==> config.mk <==
export PLATFORM = sky130hd
export DESIGN_NAME = microondas_ctrl
export DESIGN_NICKNAME = d
export VERILOG_FILES = /design/src/rtl/microondas_pkg.sv /design/src/rtl/digit_shift_reg.sv /design/src/rtl/microondas_ctrl.sv
export SDC_FILE = /design/constraint.sdc
export NUM_CORES = 1
export LEC_CHECK = 0
export CORE_MARGIN = 2
export CORE_UTILIZATION = 34
export CTS_CLUSTER_SIZE = 16
export DETAILED_ROUTE_END_ITERATION = 6
export HOLD_SLACK_MARGIN = 0.05
export SETUP_SLACK_MARGIN = 0.05
export SYNTH_ARGS = -nofsm -noshare
export SYNTH_HDL_FRONTEND = slang
export SYNTH_SLANG_ARGS = --single-unit
==> constraint.sdc <==
create_clock -name clk -period 1.6 [get_ports clk]
set_input_delay 0.24 -clock clk [delete_from_list [all_inputs] [get_ports clk]]
set_output_delay 0.24 -clock clk [all_outputs]
set_load 0.02 [all_outputs]
==> src/rtl/microondas_pkg.sv <==
`default_nettype none
// ============================================================================
// Module   : microondas_pkg
// Purpose  : Shared state encoding, digit limits and quick-start preset for
//            the microwave oven controller.
// Revision : 1.0
// ============================================================================
package microondas_pkg;

    localparam int STATE_W = 3;

    typedef enum logic [STATE_W-1:0] {
        ST_IDLE  = 3'd0,
        ST_ENTRY = 3'd1,
        ST_LOAD  = 3'd2,
        ST_COOK  = 3'd3,
        ST_PAUSE = 3'd4,
        ST_DONE  = 3'd5
    } state_t;

    localparam logic [3:0] DIGIT_MAX  = 4'd9;
    localparam logic [3:0] DSEG_MAX   = 4'd5;

    localparam logic [3:0] QUICK_MIN  = 4'd0;
    localparam logic [3:0] QUICK_DSEG = 4'd3;
    localparam logic [3:0] QUICK_SEG  = 4'd0;

    // Tens-of-seconds digit cannot exceed 5 on a m:ss display.
    function automatic logic [3:0] clamp_dseg(input logic [3:0] d);
        return (d > DSEG_MAX) ? DSEG_MAX : d;
    endfunction

endpackage
`default_nettype wire

==> src/rtl/digit_shift_reg.sv <==
`default_nettype none
// ============================================================================
// Module   : digit_shift_reg
// Purpose  : Three-digit keypad buffer (min, dseg, seg) with shift-in, zero,
//            preset and clamped tens-of-seconds output.
// Revision : 1.0
// ============================================================================
module digit_shift_reg
    import microondas_pkg::*;
(
    input  logic       clk,
    input  logic       clear,
    input  logic       shift_en,
    input  logic [3:0] digit,
    input  logic       zero_en,
    input  logic       preset_en,
    input  logic [3:0] preset_min,
    input  logic [3:0] preset_dseg,
    input  logic [3:0] preset_seg,
    output logic [3:0] data_min,
    output logic [3:0] data_dseg,
    output logic [3:0] data_seg,
    output logic       is_zero
);

    logic [3:0] r_min;
    logic [3:0] r_dseg;
    logic [3:0] r_seg;

    // Zeroing wins over preset, which wins over a shift in the same cycle.
    always_ff @(posedge clk) begin
        if (clear || zero_en) begin
            r_min  <= 4'd0;
            r_dseg <= 4'd0;
            r_seg  <= 4'd0;
        end else if (preset_en) begin
            r_min  <= preset_min;
            r_dseg <= preset_dseg;
            r_seg  <= preset_seg;
        end else if (shift_en) begin
            r_min  <= r_dseg;
            r_dseg <= r_seg;
            r_seg  <= digit;
        end
    end

    assign data_min  = r_min;
    assign data_dseg = clamp_dseg(r_dseg);
    assign data_seg  = r_seg;
    assign is_zero   = (r_min == 4'd0) && (r_dseg == 4'd0) && (r_seg == 4'd0);

endmodule
`default_nettype wire

==> src/rtl/microondas_ctrl.sv <==
`default_nettype none
// ============================================================================
// Module   : microondas_ctrl
// Purpose  : Microwave oven sequencer: keypad entry, counter-chain load,
//            cook/pause control and end-of-cook alarm.
//            Optional feature macro: MICROONDAS_QUICKSTART_EN (start in IDLE
//            presets 0:30 and cooks immediately).
// Revision : 1.0
// ============================================================================
module microondas_ctrl
    import microondas_pkg::*;
#(
    parameter int ALARM_TICKS = 3
) (
    input  logic       clk,
    input  logic       clear,
    input  logic       tick_1hz,
    input  logic       key_valid,
    input  logic [3:0] key_digit,
    input  logic       start,
    input  logic       stop,
    input  logic       door_closed,
    input  logic       count_zero,
    output logic [3:0] data_min,
    output logic [3:0] data_dseg,
    output logic [3:0] data_seg,
    output logic       cnt_load_n,
    output logic       cnt_en,
    output logic       mag_on,
    output logic       alarm,
    output logic [2:0] state_o
);

    localparam int TICK_W = (ALARM_TICKS < 1) ? 1 : $clog2(ALARM_TICKS + 1);

    state_t            r_state;
    logic              r_cnt_load_n;
    logic              r_mag_on;
    logic              r_alarm;
    logic [TICK_W-1:0] r_tick_cnt;

    logic w_buf_zero;
    logic w_key_ok;
    logic w_go_load;
    logic w_quick;
    logic w_alarm_last;
    logic w_shift;
    logic w_zero;

    assign w_key_ok  = key_valid && (key_digit <= DIGIT_MAX);
    assign w_go_load = start && door_closed && !stop && !w_buf_zero;

`ifdef MICROONDAS_QUICKSTART_EN
    assign w_quick = (r_state == ST_IDLE) && start && door_closed && !stop;
`else
    assign w_quick = 1'b0;
`endif

    assign w_alarm_last = tick_1hz && ((int'(r_tick_cnt) + 1) >= ALARM_TICKS);

    // A key pressed in the same cycle ENTRY is left is dropped, so the value
    // that passed the nonzero check is the one loaded.
    assign w_shift = w_key_ok &&
                     ((r_state == ST_IDLE && !w_quick) ||
                      (r_state == ST_ENTRY && !stop && !w_go_load));

    assign w_zero = ((r_state == ST_ENTRY || r_state == ST_PAUSE) && stop) ||
                    ((r_state == ST_DONE) && (stop || w_alarm_last));

    digit_shift_reg u_digits (
        .clk         (clk),
        .clear       (clear),
        .shift_en    (w_shift),
        .digit       (key_digit),
        .zero_en     (w_zero),
        .preset_en   (w_quick),
        .preset_min  (QUICK_MIN),
        .preset_dseg (QUICK_DSEG),
        .preset_seg  (QUICK_SEG),
        .data_min    (data_min),
        .data_dseg   (data_dseg),
        .data_seg    (data_seg),
        .is_zero     (w_buf_zero)
    );

    always_ff @(posedge clk) begin
        if (clear) begin
            r_state      <= ST_IDLE;
            r_cnt_load_n <= 1'b1;
            r_mag_on     <= 1'b0;
            r_alarm      <= 1'b0;
            r_tick_cnt   <= '0;
        end else begin
            r_cnt_load_n <= 1'b1;
            case (r_state)
                ST_IDLE: begin
                    if (w_quick) begin
                        r_state      <= ST_LOAD;
                        r_cnt_load_n <= 1'b0;
                    end else if (w_key_ok) begin
                        r_state <= ST_ENTRY;
                    end
                end
                ST_ENTRY: begin
                    if (stop) begin
                        r_state <= ST_IDLE;
                    end else if (w_go_load) begin
                        r_state      <= ST_LOAD;
                        r_cnt_load_n <= 1'b0;
                    end
                end
                ST_LOAD: begin
                    r_state  <= ST_COOK;
                    r_mag_on <= 1'b1;
                end
                ST_COOK: begin
                    if (count_zero) begin
                        r_state    <= ST_DONE;
                        r_mag_on   <= 1'b0;
                        r_alarm    <= 1'b1;
                        r_tick_cnt <= '0;
                    end else if (!door_closed || stop) begin
                        r_state  <= ST_PAUSE;
                        r_mag_on <= 1'b0;
                    end
                end
                ST_PAUSE: begin
                    if (stop) begin
                        r_state <= ST_IDLE;
                    end else if (start && door_closed) begin
                        r_state  <= ST_COOK;
                        r_mag_on <= 1'b1;
                    end
                end
                ST_DONE: begin
                    if (stop || w_alarm_last) begin
                        r_state <= ST_IDLE;
                        r_alarm <= 1'b0;
                    end else if (tick_1hz) begin
                        r_tick_cnt <= r_tick_cnt + 1'b1;
                    end
                end
                default: begin
                    r_state  <= ST_IDLE;
                    r_mag_on <= 1'b0;
                    r_alarm  <= 1'b0;
                end
            endcase
        end
    end

    // The decrement must be suppressed in the very cycle a pause is requested.
    assign cnt_en     = (r_state == ST_COOK) && tick_1hz && door_closed && !stop;
    assign cnt_load_n = r_cnt_load_n;
    assign mag_on     = r_mag_on;
    assign alarm      = r_alarm;
    assign state_o    = r_state;

endmodule
`default_nettype wire

Word level (Yosys, flattened, before mapping)
Cells that the tools add are included.

storage, ports and cells
  logic and storage cells = 91
  bits of input ports = 12
  register bits = 20
  output and inout bits = 19

cells by class
  $add $sub $neg = 2
  muxes and demuxes = 23
  $lt $le $gt $ge = 3
  reductions and logical operators = 37
  bitwise logic cells = 3
  eq/ne operators = 15

operators with widths
  cell                                                            number
  two-way mux 3 bit                                               8
  one-hot mux 3 bit (6 select lines)                              1
  logical AND 1 bit                                               15
  zero test 4 bit                                                 3
  inequality test 2 bit (second input constant)                   6
  inequality test 3 bit (second input constant)                   3
  AND reduction 4 bit                                             2
  two-way mux 1 bit                                               7
  equality test 3 x 2 -> 1 bit (second input constant)            2
  equality test 3 bit (second input constant)                     2
  logical OR 1 bit                                                6
  two-way mux 2 bit                                               3
  OR reduction 3 bit                                              2
  AND reduction 5 bit                                             1
  greater-than comparator 4 x 3 -> 1 bit (second input constant)  1
  <= comparator 4 bit (second input constant)                     1
  zero test 1 bit                                                 4
  two-way mux 4 bit                                               1
  one-hot mux 1 bit (4 select lines)                              1
  one-hot mux 2 bit (2 select lines)                              1
  OR reduction 4 bit                                              1
  adder 2 x 1 -> 3 bit (second input constant)                    1
  equality test 3 x 1 -> 1 bit (second input constant)            1
  >= comparator 3 x 2 -> 1 bit (second input constant)            1
  other kinds (7)                                                 9

Depth between registers and ports, before layout
  depth in word-level cells = 9
  mapped depth = 8

By module
A second synthesis with hierarchy kept.

unflattened totals
  cells, all modules = 141
  area, all modules = 1322.5 um^2

modules (own cells, without submodules)
  module           instances  cells an instance  area an instance (um^2)
  digit_shift_reg  1          63                 699.4
  microondas_ctrl  1          78                 623.1

Worst setup path after synthesis
Ideal clock, no wire load.

  kind = reg-to-reg
  start = register r_state[2], in the netlist state_o[2]
  end = register u_digits.r_seg[0], in the netlist u_digits.data_seg[0]
  data arrival time = 1595 ps
  slack = -115 ps
  period minus slack after synthesis = 1715 ps
  buffers on the path = 1
  stages on the path, launching flop included = 7
  cell sequence = dfxtp_1 nor4b_4 nand4_1 a31oi_4 buf_6 mux2i_1 nor2_2

between the ends
  longest elaborated chain between the ends = 5

ends and longest elaborated chain
  item                                                                        RTL line                                      RTL
  start, declared                                                             microondas_ctrl.sv:36                         state_t r_state;
  start signal, assigned                                                      microondas_ctrl.sv:88                         r_state <= ST_IDLE;
  start signal, assigned                                                      microondas_ctrl.sv:98                         r_state <= ST_LOAD;
  start signal, assigned                                                      microondas_ctrl.sv:101                        r_state <= ST_ENTRY;
  equality test 3 x 1 -> 1 bit / equality test 3 bit (equally long branches)  microondas_ctrl.sv:65, microondas_ctrl.sv:67
  logical AND 1 bit / logical OR 1 bit (equally long branches)                microondas_ctrl.sv:65, microondas_ctrl.sv:67
  logical AND 1 bit, on equally long branches                                 microondas_ctrl.sv:65, microondas_ctrl.sv:67
  logical OR 1 bit, on equally long branches                                  microondas_ctrl.sv:64, microondas_ctrl.sv:67
  logical AND 1 bit / logical OR 1 bit (equally long branches)                microondas_ctrl.sv:63, digit_shift_reg.sv:32
  end signal, assigned                                                        digit_shift_reg.sv:39                         r_seg <= preset_seg;
  end signal, assigned                                                        digit_shift_reg.sv:43                         r_seg <= digit;
  end, declared                                                               digit_shift_reg.sv:28                         logic [3:0] r_seg;

Several ways; a longest one is shown, not always the timed one.
A chain may end at the register's enable or synchronous reset.

Worst setup path in the final report
  start = register r_state[1], in the netlist state_o[1]
  end = register u_digits.r_min[3], in the netlist u_digits.data_min[3]

between the ends
  longest elaborated chain between the ends = 5

ends and longest elaborated chain
  item                                                                        RTL line                                      RTL
  equality test 3 x 1 -> 1 bit / equality test 3 bit (equally long branches)  microondas_ctrl.sv:65, microondas_ctrl.sv:67
  logical AND 1 bit / logical OR 1 bit (equally long branches)                microondas_ctrl.sv:65, microondas_ctrl.sv:67
  logical AND 1 bit, on equally long branches                                 microondas_ctrl.sv:65, microondas_ctrl.sv:67
  logical OR 1 bit, on equally long branches                                  microondas_ctrl.sv:64, microondas_ctrl.sv:67
  logical AND 1 bit / logical OR 1 bit (equally long branches)                microondas_ctrl.sv:63, digit_shift_reg.sv:32
  end signal, assigned                                                        digit_shift_reg.sv:37                         r_min <= preset_min;
  end signal, assigned                                                        digit_shift_reg.sv:41                         r_min <= r_dseg;
  end, declared                                                               digit_shift_reg.sv:26                         logic [3:0] r_min;

Several ways; a longest one is shown, not always the timed one.

==> results.sh <==
export IMPL_initialDrtViolationCount=50
export IMPL_hp_class="input pin to flop"
export IMPL_cp_startpoint="state_o[1]"
export IMPL_htreeDepth=1
export IMPL_max_freq_mhz=591
export IMPL_required_ns=1.80
export IMPL_hold_viol=0
export IMPL_tritoncts="done"
export IMPL_path_class="flop to flop"
export IMPL_syn_nets=137
export IMPL_end_kind="flop"
export IMPL_p_per_area_nw_per_um2=631
export IMPL_antenna_diode_count=0
export IMPL_core_area_sq_um=3030
export IMPL_vdd_drop_max_v=0.000531
export IMPL_place_inst=222
export IMPL_critPathLaunchType="flop"
export IMPL_critPathCapture="u_digits.data_min[3]"
export IMPL_final_cells=232
export IMPL_final_cell_area_sq_um=1880
export IMPL_antenna_found_initial=0
export IMPL_die_h_um=60.3
export IMPL_final_cell_mix="35 x buf_4, 14 x nand2_1, 13 x mux2i_1"
export IMPL_finalWorstSetupSlack_ns=-0.0918
export IMPL_worst_path_stages=6
export IMPL_postPlaceCellArea_sq_um=1680
export IMPL_ys_top_cells_by_area="dfxtp_1 37%, mux2i_1 13%, nor2_2 5.8%"
export IMPL_start_util=0.356
export IMPL_crit_fanout=12
export IMPL_ant_nets=0
export IMPL_cp_slowest_cell="dfxtp_4"
export IMPL_finClkSkew_ns=0.0127
export IMPL_clkTransAtPathRegs_ns=0.12
export IMPL_cts_hold_buf=0
export IMPL_drt_vias_per_instance=5.00
export IMPL_rr_worst_depth=6
export IMPL_die_x_um=60.3
export IMPL_rsz0062_at_grt="true"
export IMPL_rrSetupSlack_ns=-0.09
export IMPL_remaining_drc_errors=0
export IMPL_avgSynthCellArea_sq_um=8.76
export IMPL_fp_dieArea_sq_um=3630
export IMPL_drive_gt1_frac=0.473
export IMPL_fin_crit_sh=1.06
export IMPL_path_cells="nor4b_4 > nand4_1 > a31oi_4 > buf_12 > mux2i_1 > nor2_2"
export IMPL_path_buf_inv=1
export IMPL_io_buffer_count=29
export IMPL_num_vias=1161
export IMPL_reg2reg_from="state_o[1]"
export IMPL_first_global_vias=1204
export IMPL_syn_to_final_growth_pct=74.2
export IMPL_synth_top_cell_area_share=0.372
export IMPL_clk_latency_ns=0.31
export IMPL_synth_top_cell_by_area="dfxtp_1"
export IMPL_cts_sinks=20
export IMPL_reg2reg_to="u_digits.data_min[3]"
export IMPL_grt_first_pass_wirelength_um=5060
export IMPL_core_rowCount=20
export IMPL_dp_hpwl_um=2200
export IMPL_grt_overflow_total=0
export IMPL_routed_wl_um=3120
export IMPL_nets=203
export IMPL_io_pins=31
export IMPL_crit_family="simple AND/OR/NAND/NOR gates"
export IMPL_routabilityCongestion=0.809
export IMPL_root_buffer="clkbuf_4"
export IMPL_max_cap_violations=0
export IMPL_worst_endpoint_arrival_ns=1.89
export IMPL_final_common_cell="buf_4"
export IMPL_yosys_warnings=0
export IMPL_grt_usage=0.185
export IMPL_setup_viol=15
export IMPL_status="finished, violations left"
export IMPL_wl_per_cell_um=13.5
export IMPL_synth_area_sq_um=1080
export IMPL_synth_seq_area_share=0.372
export IMPL_slowest_delay_ns=0.39
export IMPL_clockBufferDepth=2
export IMPL_slew_viol_final=0
export IMPL_synth_cells=123
export IMPL_grt_max_degree=13
export IMPL_ys_types=33
export IMPL_firstDrtPassIters=4
export IMPL_synth_seq_cells=20
export IMPL_period_needed_ns=1.69
export IMPL_p_leak_nw=0.847
export IMPL_violations="negative setup slack"
export IMPL_cts_buffers=3
synth_stat cells:
library cell  count
inv_1             6
o2111ai_1         1
nor4b_4           1
o21a_1            1
buf_2             4
or3_1             4
nor2_2           10
nand4_1           2
nor3_1            1
nand3_1           2
maj3_1            1
o21ai_0           3
nand3b_1          2
o22ai_1           1
ha_1              2
buf_4             1
or4_1             1
a31oi_1           4
nor2_1            7
buf_6             1
o32ai_1           1
a21oi_1           6
nor4_1            4
nand2b_1          1
dfxtp_1          20
a31oi_4           1
or2b_1            1
or2_2             2
conb_1            1
a211o_1           1
nand2_1          15
mux2i_1          14
o311a_1           1
worst min-delay path by stage:
| stage | cells after the start | slack, ns | to | from |
|---|---|---|---|---|
| 2_1_floorplan | 1 | 0.30 | r_tick_cnt[0] | clear |
| 3_3_place_gp | 2 | 0.46 | r_tick_cnt[1] | r_tick_cnt[1] |
| 3_5_place_dp | 2 | 0.48 | r_tick_cnt[1] | r_tick_cnt[1] |
| 4_1_cts | 4 | 0.43 | u_digits.data_seg[2] | key_digit[2] |
| 5_1_grt | 4 | 0.44 | cnt_load_n | door_closed |
| 6_report | 4 | 0.40 | cnt_load_n | door_closed |
worst register-to-register path, cell delays in order (launching register included):
cell and delay, ns:
dfxtp_4 0.39, nor4b_4 0.35, nand4_1 0.19, a31oi_4 0.20, buf_12 0.17, mux2i_1 0.24
nor2_2 0.04
timing repair:
item / 4_1_cts / 5_1_grt
buffers inserted: 6 / 0
cloned: 1 / 0
pin swaps: 11 / 7
hold endpoints to repair: 0 / 0
gates resized for setup: 44 / 18
endpoints found under the setup margin: 33 / 24
cell type report:
cell class              instances  area, sq um
clock buffers                   4         36.3
flip-flops and latches         20          415
repair buffers                 67          602
well taps                      44         55.1
inverters                       6         22.5
multi-input cells              91          746
fillers                       277         1150
layer usage:
metal | vias up | part of all wire | GRT usage
li1 | 562 | - | -
met1 | 550 | 0.41 | 0.193
met2 | 43 | 0.52 | 0.359
met3 | 6 | 0.058 | 0.0325
met4 | 0 | 0.021 | 0.0698
met5 | - | 0 | 0
state kept, by name (all words and copies together) (netlist names):
register	count
u_digits.data_seg	4
u_digits.r_dseg	4
u_digits.data_min	4
state_o	3
alarm	1
r_tick_cnt	2
cnt_load_n	1
mag_on	1
through the flow:
stage	total power [mW]	utilization	TNS (ns)	setup WS, ns	hold WS (ns)
2_1_floorplan	0.697	-	0	0.0000684	0.302
3_3_place_gp	0.851	0.556	-7.25	-0.448	0.465
3_5_place_dp	0.852	0.556	-8.05	-0.534	0.485
4_1_cts	1.18	0.602	-0.769	-0.0735	0.434
5_1_grt	1.25	0.620	-1.88	-0.157	0.441
6_report	1.18	0.620	-0.832	-0.0918	0.399
power by group:
| group | total [mW] | internal, mW | switching (mW) |
|---|---|---|---|
| Combinational | 0.354 | 0.192 | 0.162 |
| Sequential | 0.531 | 0.512 | 0.0190 |
| Clock | 0.298 | 0.139 | 0.160 |
| Total | 1.18 | 0.843 | 0.341 |
kinds of logic after synthesis:
kind of cell / after synthesis / synth area share
AOI/OAI and AO/OA: 20 / 0.131
adders and majority gates: 3 / 0.0325
buffers and inverters: 12 / 0.0569
DFF: 20 / 0.372
muxes: 14 / 0.130
other: 1 / 0.00348
and+or+nand+nor: 53 / 0.274
No activity file was read; power rests on OpenSTA's default activity.
